File: config.mk
export PLATFORM = sky130hd
export DESIGN_NAME = adder_result_accumulator
export DESIGN_NICKNAME = d
export VERILOG_FILES = /design/src/rtl/adder_acc_pkg.sv /design/src/rtl/adder_result_accumulator.sv
export SDC_FILE = /design/constraint.sdc
export NUM_CORES = 1
export LEC_CHECK = 0
export ABC_AREA = 1
export BUFFER_PORTS_ARGS = -buffer_cell sky130_fd_sc_hd__buf_2
export CORE_MARGIN = 3
export CORE_UTILIZATION = 40
export CTS_BUF_LIST = sky130_fd_sc_hd__clkbuf_16
export DETAILED_ROUTE_END_ITERATION = 16
export PLACE_DENSITY_LB_ADDON = 0.1
export REMOVE_ABC_BUFFERS = 1
export SLEW_MARGIN = 10
export SYNTH_ARGS = -nofsm -noshare
export SYNTH_HDL_FRONTEND = slang
export SYNTH_SLANG_ARGS = --single-unit
File: constraint.sdc
create_clock -name clk -period 2.4 [get_ports clk]
set_input_delay 0.12 -clock clk [delete_from_list [all_inputs] [get_ports clk]]
set_output_delay 0.12 -clock clk [all_outputs]
set_load 0.005 [all_outputs]
File: src/rtl/adder_acc_pkg.sv
// Shared types and constants for the adder result accumulator.
// The beat is the 4-bit ripple-carry sum with its carry as bit 4.
package adder_acc_pkg;

  localparam int SUM_W  = 4;
  localparam int BEAT_W = 5;

  typedef enum logic [1:0] {
    IDLE  = 2'd0,
    ACCUM = 2'd1,
    HOLD  = 2'd2
  } state_t;

  function automatic logic [BEAT_W-1:0] beat_value(input logic carry,
                                                   input logic [SUM_W-1:0] s);
    return {carry, s};
  endfunction

endpackage

File: src/rtl/adder_result_accumulator.sv
// Accumulates BURST_LEN adder results into one total with an overflow flag.
// Optional macro ACC_SATURATE_EN: clamp the total at full scale instead of wrapping.
module adder_result_accumulator
  import adder_acc_pkg::*;
#(
  parameter int ACC_W     = 8,
  parameter int BURST_LEN = 4
) (
  input  logic             clk,
  input  logic             rst_n,
  input  logic             in_valid,
  output logic             in_ready,
  input  logic [SUM_W-1:0] sum,
  input  logic             carry_out,
  input  logic             clr,
  output logic             out_valid,
  input  logic             out_ready,
  output logic [ACC_W-1:0] out_total,
  output logic             out_ovf
);

  localparam int               CNT_W    = $clog2(BURST_LEN + 1);
  localparam logic [CNT_W-1:0] LAST_CNT = CNT_W'(BURST_LEN - 1);
  localparam logic [ACC_W-1:0] ACC_MAX  = {ACC_W{1'b1}};

  state_t           state_r, state_s;
  logic [ACC_W-1:0] acc_r, acc_s;
  logic [CNT_W-1:0] cnt_r, cnt_s;
  logic             ovf_r, ovf_s;
  logic             in_ready_r, out_valid_r, out_ovf_r;
  logic [ACC_W-1:0] out_total_r;
  logic [ACC_W:0]   beat_ext_s;
  logic [ACC_W:0]   sum_ext_s;
  logic [ACC_W-1:0] acc_new_s;
  logic             ovf_hit_s;
  logic             accept_s;

  assign beat_ext_s = {{(ACC_W + 1 - BEAT_W){1'b0}}, beat_value(carry_out, sum)};
  assign accept_s   = in_valid & in_ready_r;

  // Next accumulator value and overflow detection for an accepted beat.
  always_comb begin
    if (state_r == ACCUM) begin
      sum_ext_s = {1'b0, acc_r} + beat_ext_s;
    end else begin
      sum_ext_s = beat_ext_s;
    end
    ovf_hit_s = sum_ext_s[ACC_W];
`ifdef ACC_SATURATE_EN
    if (ovf_hit_s) begin
      acc_new_s = ACC_MAX;
    end else begin
      acc_new_s = sum_ext_s[ACC_W-1:0];
    end
`else
    acc_new_s = sum_ext_s[ACC_W-1:0];
`endif
  end

  // Burst FSM next-state and datapath update; clr overrides everything.
  always_comb begin
    state_s = state_r;
    acc_s   = acc_r;
    cnt_s   = cnt_r;
    ovf_s   = ovf_r;
    case (state_r)
      IDLE: begin
        if (accept_s) begin
          acc_s   = acc_new_s;
          cnt_s   = CNT_W'(1);
          ovf_s   = ovf_hit_s;
          state_s = (BURST_LEN == 1) ? HOLD : ACCUM;
        end else begin
          state_s = IDLE;
        end
      end
      ACCUM: begin
        if (accept_s) begin
          acc_s = acc_new_s;
          cnt_s = cnt_r + CNT_W'(1);
          ovf_s = ovf_r | ovf_hit_s;
          if (cnt_r == LAST_CNT) begin
            state_s = HOLD;
          end else begin
            state_s = ACCUM;
          end
        end else begin
          state_s = ACCUM;
        end
      end
      HOLD: begin
        if (out_ready) begin
          state_s = IDLE;
          acc_s   = {ACC_W{1'b0}};
          cnt_s   = {CNT_W{1'b0}};
          ovf_s   = 1'b0;
        end else begin
          state_s = HOLD;
        end
      end
      default: begin
        state_s = IDLE;
        acc_s   = {ACC_W{1'b0}};
        cnt_s   = {CNT_W{1'b0}};
        ovf_s   = 1'b0;
      end
    endcase
    if (clr) begin
      state_s = IDLE;
      acc_s   = {ACC_W{1'b0}};
      cnt_s   = {CNT_W{1'b0}};
      ovf_s   = 1'b0;
    end else begin
      state_s = state_s;
    end
  end

  // State, datapath and registered output decode (outputs follow next state).
  always_ff @(posedge clk or negedge rst_n) begin
    if (!rst_n) begin
      state_r     <= IDLE;
      acc_r       <= {ACC_W{1'b0}};
      cnt_r       <= {CNT_W{1'b0}};
      ovf_r       <= 1'b0;
      in_ready_r  <= 1'b0;
      out_valid_r <= 1'b0;
      out_total_r <= {ACC_W{1'b0}};
      out_ovf_r   <= 1'b0;
    end else begin
      state_r     <= state_s;
      acc_r       <= acc_s;
      cnt_r       <= cnt_s;
      ovf_r       <= ovf_s;
      in_ready_r  <= (state_s != HOLD);
      out_valid_r <= (state_s == HOLD);
      out_total_r <= (state_s == HOLD) ? acc_s : {ACC_W{1'b0}};
      out_ovf_r   <= (state_s == HOLD) ? ovf_s : 1'b0;
    end
  end

  assign in_ready  = in_ready_r;
  assign out_valid = out_valid_r;
  assign out_total = out_total_r;
  assign out_ovf   = out_ovf_r;

endmodule

==> results of run 1 <==
[area by class of cell]
| class | count | area, sq um | area share [%] |
|---|---|---|---|
| clock buffers | 3 | 75.1 | 4.63 |
| flip-flops and latches | 25 | 626 | 38.6 |
| clock inverters | 1 | 3.75 | 0.232 |
| repair buffers | 21 | 110 | 6.80 |
| multi-input cells | 116 | 653 | 40.3 |
| inverters | 26 | 97.6 | 6.02 |
| well taps | 44 | 55.1 | 3.40 |
[cell families (layout without fill, tap and decap cells)]
group | count (synthesis) | after routing | share of synthesized area, %
AND/OR/NAND/NOR | 85 | 85 | 28.9
AO/OA/AOI/OAI | 23 | 23 | 10.5
buffers and inverters | 28 | 51 | 7.85
flip-flops | 25 | 25 | 45.1
adder cells (fa/ha/maj) | 8 | 8 | 7.75
[worst max-delay path, stage by stage, from the launching register on]
cell and delay (ns):
dfrtp_1 0.38, ha_1 0.23, fa_1 0.42, nand3_1 0.12, nand2_1 0.07, nand2_1 0.07
nand2_1 0.06, nand3_1 0.08, o21ai_0 0.08, nand2_1 0.08, nor2_1 0.04
[synthesized netlist by cell type, types with 2 or more instances]
| cell type | instances |
|---|---|
| a21oi_1 | 6 |
| a21oi_2 | 2 |
| and2_1 | 2 |
| dfrtp_1 | 25 |
| ha_1 | 7 |
| inv_1 | 21 |
| inv_2 | 5 |
| nand2_1 | 48 |
| nand3_1 | 11 |
| nand3b_1 | 2 |
| nor2_1 | 11 |
| nor2_2 | 2 |
| nor3_1 | 2 |
| nor3_2 | 2 |
| o21ai_0 | 9 |
[registers in the layout, indices dropped and copies added (netlist names)]
signal / count
out_valid: 1
cnt_r: 3
in_ready: 1
acc_r: 8
out_total: 8
ovf_r: 1
out_ovf: 1
state_r: 2
[report_power, final]
group / switching, uW / internal (uW)
registers: 11.0 / 431
clock network: 144 / 223
logic: 81.0 / 45.2
[through the flow]
stage	cell area, sq um	utilization, %	cells
after floorplan	1380	-	167
after global placement	1530	48.2	231
after detailed placement	1530	48.2	231
after CTS	1620	51.0	236
after global routing	1620	51.0	236
final	1620	51.0	236
[layout by cell type (no fill, tap or decap)]
| cell type | synthesis | routed |
|---|---|---|
| dfrtp_1 | 25 | 25 |
| a21oi_1 | 6 | 6 |
| o21ai_4 | 1 | 1 |
| inv_1 | 21 | 22 |
| nand3_1 | 11 | 11 |
| a31o_2 | 1 | 1 |
| nor3_1 | 2 | 2 |
| o21ai_0 | 9 | 9 |
| o31ai_1 | 1 | 1 |
| o21ai_1 | 1 | 1 |
| nand2_4 | 1 | 1 |
| a21oi_2 | 2 | 2 |
| buf_2 | 0 | 20 |
| fa_1 | 1 | 1 |
| nand2_2 | 1 | 1 |
| nor2_2 | 2 | 2 |
| ha_1 | 7 | 7 |
| or2_4 | 1 | 1 |
| nor3_2 | 2 | 2 |
| nor3_4 | 1 | 1 |
| o21a_1 | 1 | 1 |
| dlygate4sd3_1 | 0 | 1 |
| nor2_4 | 1 | 1 |
| nand3b_1 | 2 | 2 |
| nand2_1 | 48 | 48 |
| clkbuf_16 | 0 | 3 |
| nor2_1 | 11 | 11 |
| and2_1 | 2 | 2 |
| inv_2 | 5 | 5 |
| o211ai_1 | 1 | 1 |
[final timing paths]
check / to / start
setup / recovery: out_ovf$_DFF_PN0_ / acc_r[0]$_DFF_PN0_
hold / removal: acc_r[4]$_DFF_PN0_ / clr
setup reg to reg: out_ovf$_DFF_PN0_ / acc_r[0]$_DFF_PN0_
hold reg to reg: cnt_r[2]$_DFFE_PN0P_ / cnt_r[2]$_DFFE_PN0P_
max in group asynchronous: in_ready$_DFF_PN0_ / rst_n
min in group asynchronous: out_total[1]$_DFF_PN0_ / rst_n
[repair_timing]
item	4_1_cts	5_1_grt
endpoints found under the hold margin	25	0
hold buffers	1	0
setup endpoints to repair	0	0
[routing by layer]
metal | global-route usage, % | share of wire [%]
met5 | 0 | 0
met2 | 26.4 | 49
met1 | 18.7 | 46
met4 | 5.28 | 0.97
met3 | 4.85 | 4.2
==> metrics.cfg, run 1 <==
[global_routing]
grt_pass1_wl_um = 5040
grt_pass1_vias = 1128
grt-ovfl-total = 0
grt_max_degree = 26
antenna_found_initial = 0
grt_use_total_pct = 15.6

[drt]
dr_total_vias = 1127
via_per_inst = 4.78
dr.pass1.iters = 4
wl_um = 2800
drc = 0
ant_nets = 0
wl_per_cell_um = 11.9
drt-initial-drc-count = 38

[clock_network]
clock_latency_ns = 0.26
cts_made_buffers = 3
cts.sinks = 25
cts_resized = 0
root_buffer = clkbuf_16
clockBufferDepth = 2
clkTransAtPathRegs_ns = 0.06
post_cts_buffers = 0
cts-htree-levels = 1
cts_tree = yes

[floorplan]
die_h_um = 64.9
dieArea_sq_um = 4210
fp.dieW_um = 64.9
coreArea_sq_um = 3180
ios = 21
placementRows = 20
start_util_pct = 43.7

[logic_synthesis]
ys_seq_elements = 25
synth_top_area_share_pct = 45.1
synthCells = 169
netlist_area_sq_um = 1390
async_reset_ff_share_pct = 100
yosysSeqAreaShare_pct = 45.1
synth_area_leaders = dfrtp_1 45%, nand2_1 13%, ha_1 6.3%, inv_1 5.7%, nand3_1 4.0%
yosysWarnings = 0
avgSynthCellArea_sq_um = 8.21
netlist.top_cell.by_area = dfrtp_1
ys_types = 29
synth_edf_count = 0
ys.flop_type = dfrtp_1

[outcome]
outcome = completed

[pwr]
leakagePower_uw = 0.000895
irDropWorstVdd_uv = 280
power_density_nw_per_um2 = 577
finalPower_uw = 935

[timing]
final-setup-viol-count = 0
setup_tns_ns = 0
timing.hold.ws_ns = 0.195
period_needed_ns = 1.76
fin_skew_ns = 0.00345
period_share_pct = 73.2
worst_pin_slew_ns = 0.538
final_hold_viol_count = 0
fmax_mhz = 569
rsz0062_at_grt = no
slew_violations = 0
fin_ws_ns = 0.644
slew_headroom_pct = 64.1

[placement]
hpwlAfterDp_um = 2050
place_ws_ns = 0.652
place.gp.congestion = 0.871
io_buffers = 20

[setup_path]
r2r_cells = 10
crit_fanout = 3
worst_ep_arrival_time_ns = 1.89
crit_type = reg2reg
cp-start-kind = flop
reg2reg_slack_ns = 0.64
required_ns = 2.53
endpoint_kind = flop

[min_path]
hold_class = in2reg
worstHoldPathCells = 2

[finish]
drive_gt1_share_pct = 21.4
diodes = 0
fillers = 314
fin_nets = 211
syn2layout_area_growth_pct = 16.8

[job]
drv_cap = 0

Power figures use the tool's default switching activity.
==> run 2, diff against run 1 <==
==> constraint.sdc (replaced) <==
create_clock -name clk -period 1.42 [get_ports clk]
set_input_delay 0.071 -clock clk [delete_from_list [all_inputs] [get_ports clk]]
set_output_delay 0.071 -clock clk [all_outputs]
set_load 0.005 [all_outputs]
==> run 2 against run 1 <==
Compared with the run above: power increased by 78%; largest power group unchanged; critical path type unchanged; the run now ends with negative setup slack left; fmax increased by 6.6%; via count rose by 8.4%; design area increased by 15%; sequential power grew 69%.
==> metrics.cfg, run 2 (synthesis results as in run 1) <==
[finish]
syn2layout_area_growth_pct = 33.7
diodes = 0  ; unchanged
final_core_util_pct = 58.4  ; +7.4 points
fin_nets = 225  ; +6.6%
final_cell_mix = 41 x nand2_1, 24 x dfrtp_1, 20 x buf_2, 19 x inv_1, 12 x buf_4
mostFrequentLayoutCell = nand2_1
drive_gt1_share_pct = 37.9  ; +17 points

[clock_network]
clkTransAtPathRegs_ns = 0.06  ; about the same
root_buffer = clkbuf_16
cts.sinks = 25  ; unchanged
clock_latency_ns = 0.26  ; about the same
cts_made_buffers = 3  ; unchanged
cts_tree = yes
cts-htree-levels = 1  ; unchanged
clockBufferDepth = 2  ; unchanged

[global_routing]
grt_pass1_wl_um = 5490  ; +8.9%
grt-ovfl-total = 0  ; unchanged
grt_pass1_vias = 1238  ; +9.8%
antenna_found_initial = 0  ; unchanged
grt_max_degree = 26  ; unchanged
grt_use_total_pct = 16.9  ; +1.3 points

[floorplan]
ios = 21  ; unchanged
dieArea_sq_um = 4210  ; unchanged
fp.dieW_um = 64.9  ; unchanged
placementRows = 20  ; unchanged
coreArea_sq_um = 3180  ; unchanged
die_h_um = 64.9  ; unchanged
start_util_pct = 43.7  ; unchanged

[drt]
ant_nets = 0  ; unchanged
wl_per_cell_um = 12.6  ; +6.6%
drc = 0  ; unchanged
dr_total_vias = 1222  ; +8.4%
via_per_inst = 4.89  ; +2.4%
wl_um = 3160  ; +13%
dr.pass1.iters = 4  ; unchanged
drt-initial-drc-count = 21  ; -45%

[setup_path]
cp-start-kind = flop
worst_ep_arrival_time_ns = 1.85  ; -0.04 ns
reg2reg_slack_ns = -0.23  ; -0.87 ns
endpoint_kind = flop
required_ns = 1.62  ; -0.91 ns
crit_type = reg2reg
crit_fanout = 3  ; unchanged

[job]
drv_cap = 0  ; unchanged

[pwr]
irDropWorstVdd_uv = 288  ; +3.1%
finalPower_uw = 1660  ; +78%
power_density_nw_per_um2 = 896  ; +55%
leakagePower_uw = 0.000968  ; +8.2%

[outcome]
outcome = complete, but fails checks
violations = negative setup slack

[timing]
final_hold_viol_count = 0  ; unchanged
fin_skew_ns = 0.00547  ; +0.00202 ns
period_needed_ns = 1.65  ; -0.109 ns
timing.hold.ws_ns = 0.200  ; +0.00498 ns
slew_violations = 0  ; unchanged
fmax_mhz = 607  ; +6.6%
period_share_pct = 116  ; +43 points
final-setup-viol-count = 16  ; +16
fin_ws_ns = -0.227  ; -0.871 ns
worst_pin_slew_ns = 0.557  ; +0.0187 ns
slew_headroom_pct = 62.9  ; -1.2 points
rsz0062_at_grt = yes

[placement]
hpwlAfterDp_um = 2260  ; +10%
place.gp.congestion = 0.816  ; -6.3%
io_buffers = 20  ; unchanged

[min_path]
hold_class = in2reg

[run 2: worst paths after layout]
kind	start	endpoint	depth (start not counted)
setup / recovery	acc_r[0]$_DFF_PN0_	out_total[4]$_DFF_PN0_	10
hold / removal	clr	out_total[2]$_DFF_PN0_	3
setup reg to reg	acc_r[0]$_DFF_PN0_	out_total[4]$_DFF_PN0_	10
hold reg to reg	cnt_r[2]$_DFFE_PN0P_	cnt_r[2]$_DFFE_PN0P_	2
max in group asynchronous	rst_n	acc_r[1]$_DFF_PN0_	2
min in group asynchronous	rst_n	out_total[7]$_DFF_PN0_	2
[run 2: layer usage]
layer	share of wire, %	GRT usage, %	routed length (um)
met1	46	21.3	1460
met2	49	28.9	1540
met3	3.5	3.12	111
met4	1.5	5.54	46
met5	0	0	0
[run 2: where the power goes]
part	internal (uW)	switching (uW)
Combinational	129	168
Sequential	730	17.5
Clock	376	242
Total	1240	427
[run 2: stage by stage]
stage / cell area (sq um) / setup WS, ns / TNS [ns] / std cells
6_report: 1860 / -0.227 / -1.98 / 250
5_1_grt: 1860 / -0.367 / -3.84 / 250
4_1_cts: 1810 / -0.221 / -1.79 / 248
3_5_place_dp: 1620 / -0.320 / -3.29 / 241
3_3_place_gp: 1620 / -0.271 / -2.61 / 241
2_1_floorplan: 1380 / -0.200 / -1.32 / 167
[run 2: final cells by class]
| cell class | count | area (sq um) |
|---|---|---|
| fillers | 300 | 1320 |
| multi-input cells | 116 | 766 |
| flip-flops and latches | 25 | 627 |
| repair buffers | 35 | 231 |
| inverters | 26 | 97.6 |
| clock buffers | 3 | 75.1 |
| well taps | 44 | 55.1 |
| clock inverters | 1 | 3.75 |
[run 2: critical path, stage by stage, from the launching register on]
cell     delay [ns]
dfrtp_1        0.38
ha_2           0.19
fa_2           0.37
nand3_2        0.10
nand2_2        0.06
nand2_1        0.06
nand2_1        0.05
nand2_1        0.05
nand2_1        0.06
a21oi_2        0.14
and2_1         0.12
[run 2: timing repair]
| action | in CTS | in global routing |
|---|---|---|
| hold buffers | 1 | 0 |
| endpoints found under the hold margin | 25 | 0 |
| gates resized for setup | 21 | 10 |
| endpoints found under the setup margin | 18 | 19 |
| pin swaps | 7 | 9 |
| setup buffers | 2 | 2 |
==> run 3, diff against run 2 <==
--- a/config.mk
+++ b/config.mk
@@ -12,6 +12,7 @@
 export CTS_BUF_LIST = sky130_fd_sc_hd__clkbuf_16
 export DETAILED_ROUTE_END_ITERATION = 16
 export PLACE_DENSITY_LB_ADDON = 0.1
+export RECOVER_POWER = 25
 export REMOVE_ABC_BUFFERS = 1
 export SLEW_MARGIN = 10
 export SYNTH_ARGS = -nofsm -noshare
==> constraint.sdc (replaced) <==
create_clock -name clk -period 2.1 [get_ports clk]
set_input_delay 0.105 -clock clk [delete_from_list [all_inputs] [get_ports clk]]
set_output_delay 0.105 -clock clk [all_outputs]
set_load 0.005 [all_outputs]
==> run 3 against run 2 <==
Compared with the run above: the run now ends clean; critical endpoint is now out_ovf$_DFF_PN0_; via count shrank 8.0%; core utilization decreased by 7.5 points; routed wire length decreased by 12%; sequential share of layout area increased by 4.9 points; sequential power decreased by 32%; first-iteration DRC count up 81%; fmax decreased by 6.2%; hold slack got worse by 0.020 ns; clock power decreased by 32%.
==> metrics.cfg, run 3 (synthesis results as in run 1) <==
[outcome]
outcome = completed

[setup_path]
r2r_cells = 10  ; unchanged
worst_ep_arrival_time_ns = 1.89  ; +0.04 ns
regToRegStartpoint = acc_r[0]$_DFF_PN0_
endpoint_kind = flop
cpMostUsedCell = nand2_1
reg2reg_slack_ns = 0.34  ; +0.57 ns
crit_path_end = out_ovf$_DFF_PN0_
critical_path.startpoint = acc_r[0]$_DFF_PN0_
crit_chain = ha_1, fa_1, nand3_1, nand2_1, nand2_1, nand2_1, nand3_1, o21ai_0, nand2_1, nor2_1
cpLargestDelayFamily = adder cells
crit_type = reg2reg
path_depth = 10  ; unchanged
critPathBufInv = 0  ; unchanged
cpPeakStageDelay_ns = 0.42  ; +0.04 ns
cp-start-kind = flop
cpMaxStageDelayCell = fa_1
crit_fanout = 3  ; unchanged
required_ns = 2.23  ; +0.61 ns
r2r_end = out_ovf$_DFF_PN0_

[timing]
period_needed_ns = 1.76  ; +0.109 ns
fin_ws_ns = 0.344  ; +0.571 ns
period_share_pct = 83.6  ; -32 points
fin_skew_ns = 0.00348  ; -0.00199 ns
rsz0062_at_grt = no
final-setup-viol-count = 0  ; -16
setup_tns_ns = 0  ; +1.98 ns
fmax_mhz = 570  ; -6.2%
final_hold_viol_count = 0  ; unchanged
slew_violations = 0  ; unchanged
worst_pin_slew_ns = 1.29  ; +0.733 ns
slew_headroom_pct = 14.0  ; -49 points

[global_routing]
met2_usage_pct = 26.4  ; -2.4 points
met3_usage_pct = 4.85  ; +1.7 points
grt_use_total_pct = 15.6  ; -1.3 points
grt_pass1_wl_um = 5040  ; -8.2%
busiest_layer = met2
antenna_found_initial = 0  ; unchanged
grt-ovfl-total = 0  ; unchanged
grt_max_degree = 26  ; unchanged
grt_pass1_vias = 1128  ; -8.9%
grt_util_met1_pct = 18.7  ; -2.7 points

[floorplan]
dieArea_sq_um = 4210  ; unchanged
ios = 21  ; unchanged
start_util_pct = 43.7  ; unchanged
die_h_um = 64.9  ; unchanged
fp.dieW_um = 64.9  ; unchanged
coreArea_sq_um = 3180  ; unchanged
placementRows = 20  ; unchanged

[clock_network]
cts.sinks = 25  ; unchanged
cts_made_buffers = 3  ; unchanged
clock_latency_ns = 0.26  ; about the same
cts_tree = yes
hold_buffers = 1  ; unchanged
cts_resized = 0  ; -100%
clockBufferDepth = 2  ; unchanged
clkTransAtPathRegs_ns = 0.06  ; about the same
cts-htree-levels = 1  ; unchanged
post_cts_buffers = 0  ; -2
root_buffer = clkbuf_16

[job]
drv_cap = 0  ; unchanged

[finish]
fin_area_sq_um = 1620  ; -13%
drive_gt1_share_pct = 20.3  ; -18 points
mostFrequentLayoutCell = nand2_1
syn2layout_area_growth_pct = 16.6
fin_nets = 211  ; -6.2%
final_cell_mix = 48 x nand2_1, 25 x dfrtp_1, 22 x inv_1, 18 x buf_2
diodes = 0  ; unchanged

[drt]
via_per_inst = 4.76  ; -2.6%
ant_nets = 0  ; unchanged
wl_um = 2800  ; -12%
dr.pass1.iters = 4  ; unchanged
drt-initial-drc-count = 38  ; +81%
wl_per_cell_um = 11.8  ; -6.3%
drc = 0  ; unchanged
dr_total_vias = 1124  ; -8.0%

[placement]
hpwlAfterDp_um = 2050  ; -9.5%
place_area_sq_um = 1530  ; -5.4%
place_ws_ns = 0.352  ; +0.672 ns
io_buffers = 20  ; unchanged
place.gp.congestion = 0.871  ; +6.7%

[pwr]
irDropWorstVdd_uv = 320  ; +11%
power_density_nw_per_um2 = 660  ; -26%
leakagePower_uw = 0.000887  ; -8.3%

[min_path]
hold_class = in2reg

run 3: layout make-up:
class	instances	area (sq um)
fill	316	1560
tap	44	55.1
clock buffer	3	75.1
clock inverter	1	3.75
sequential	25	626
multi-input combinational	116	653
inverter	26	97.6
timing repair buffer	21	108
run 3: worst min path at each step:
stage	startpoint	to	slack, ns	cells past startpoint
CTS	clr	acc_r[4]$_DFF_PN0_	0.18	2
global placement	rst_n	cnt_r[0]$_DFFE_PN0P_	0.12	1
floorplan	rst_n	acc_r[0]$_DFF_PN0_	-0.19	0
global route	clr	acc_r[4]$_DFF_PN0_	0.20	2
detailed placement	rst_n	cnt_r[1]$_DFFE_PN0P_	0.13	1
finish	clr	acc_r[4]$_DFF_PN0_	0.18	2
run 3: where the power goes:
| part | switching [uW] | leakage (uW) | internal (uW) | total (uW) |
|---|---|---|---|---|
| sequential | 12.5 | 0.000338 | 493 | 506 |
| combinational | 92.6 | 0.000507 | 51.4 | 144 |
| clock | 164 | 0.0000423 | 255 | 419 |
run 3: stage by stage:
| step | power [uW] | utilization (%) | cells | hold WS (ns) |
|---|---|---|---|---|
| floorplan | 609 | - | 167 | -0.191 |
| global placement | 654 | 48.2 | 231 | 0.124 |
| detailed placement | 658 | 48.2 | 231 | 0.129 |
| global route | 1120 | 50.9 | 236 | 0.199 |
| finish | 1070 | 50.9 | 236 | 0.180 |
| CTS | 1080 | 51.0 | 236 | 0.183 |
run 3: metal layers:
layer	share of wire [%]	vias to the layer above
met1	45	517
met4	0.97	0
met3	4.2	5
li1	-	584
met2	49	18
met5	0	-
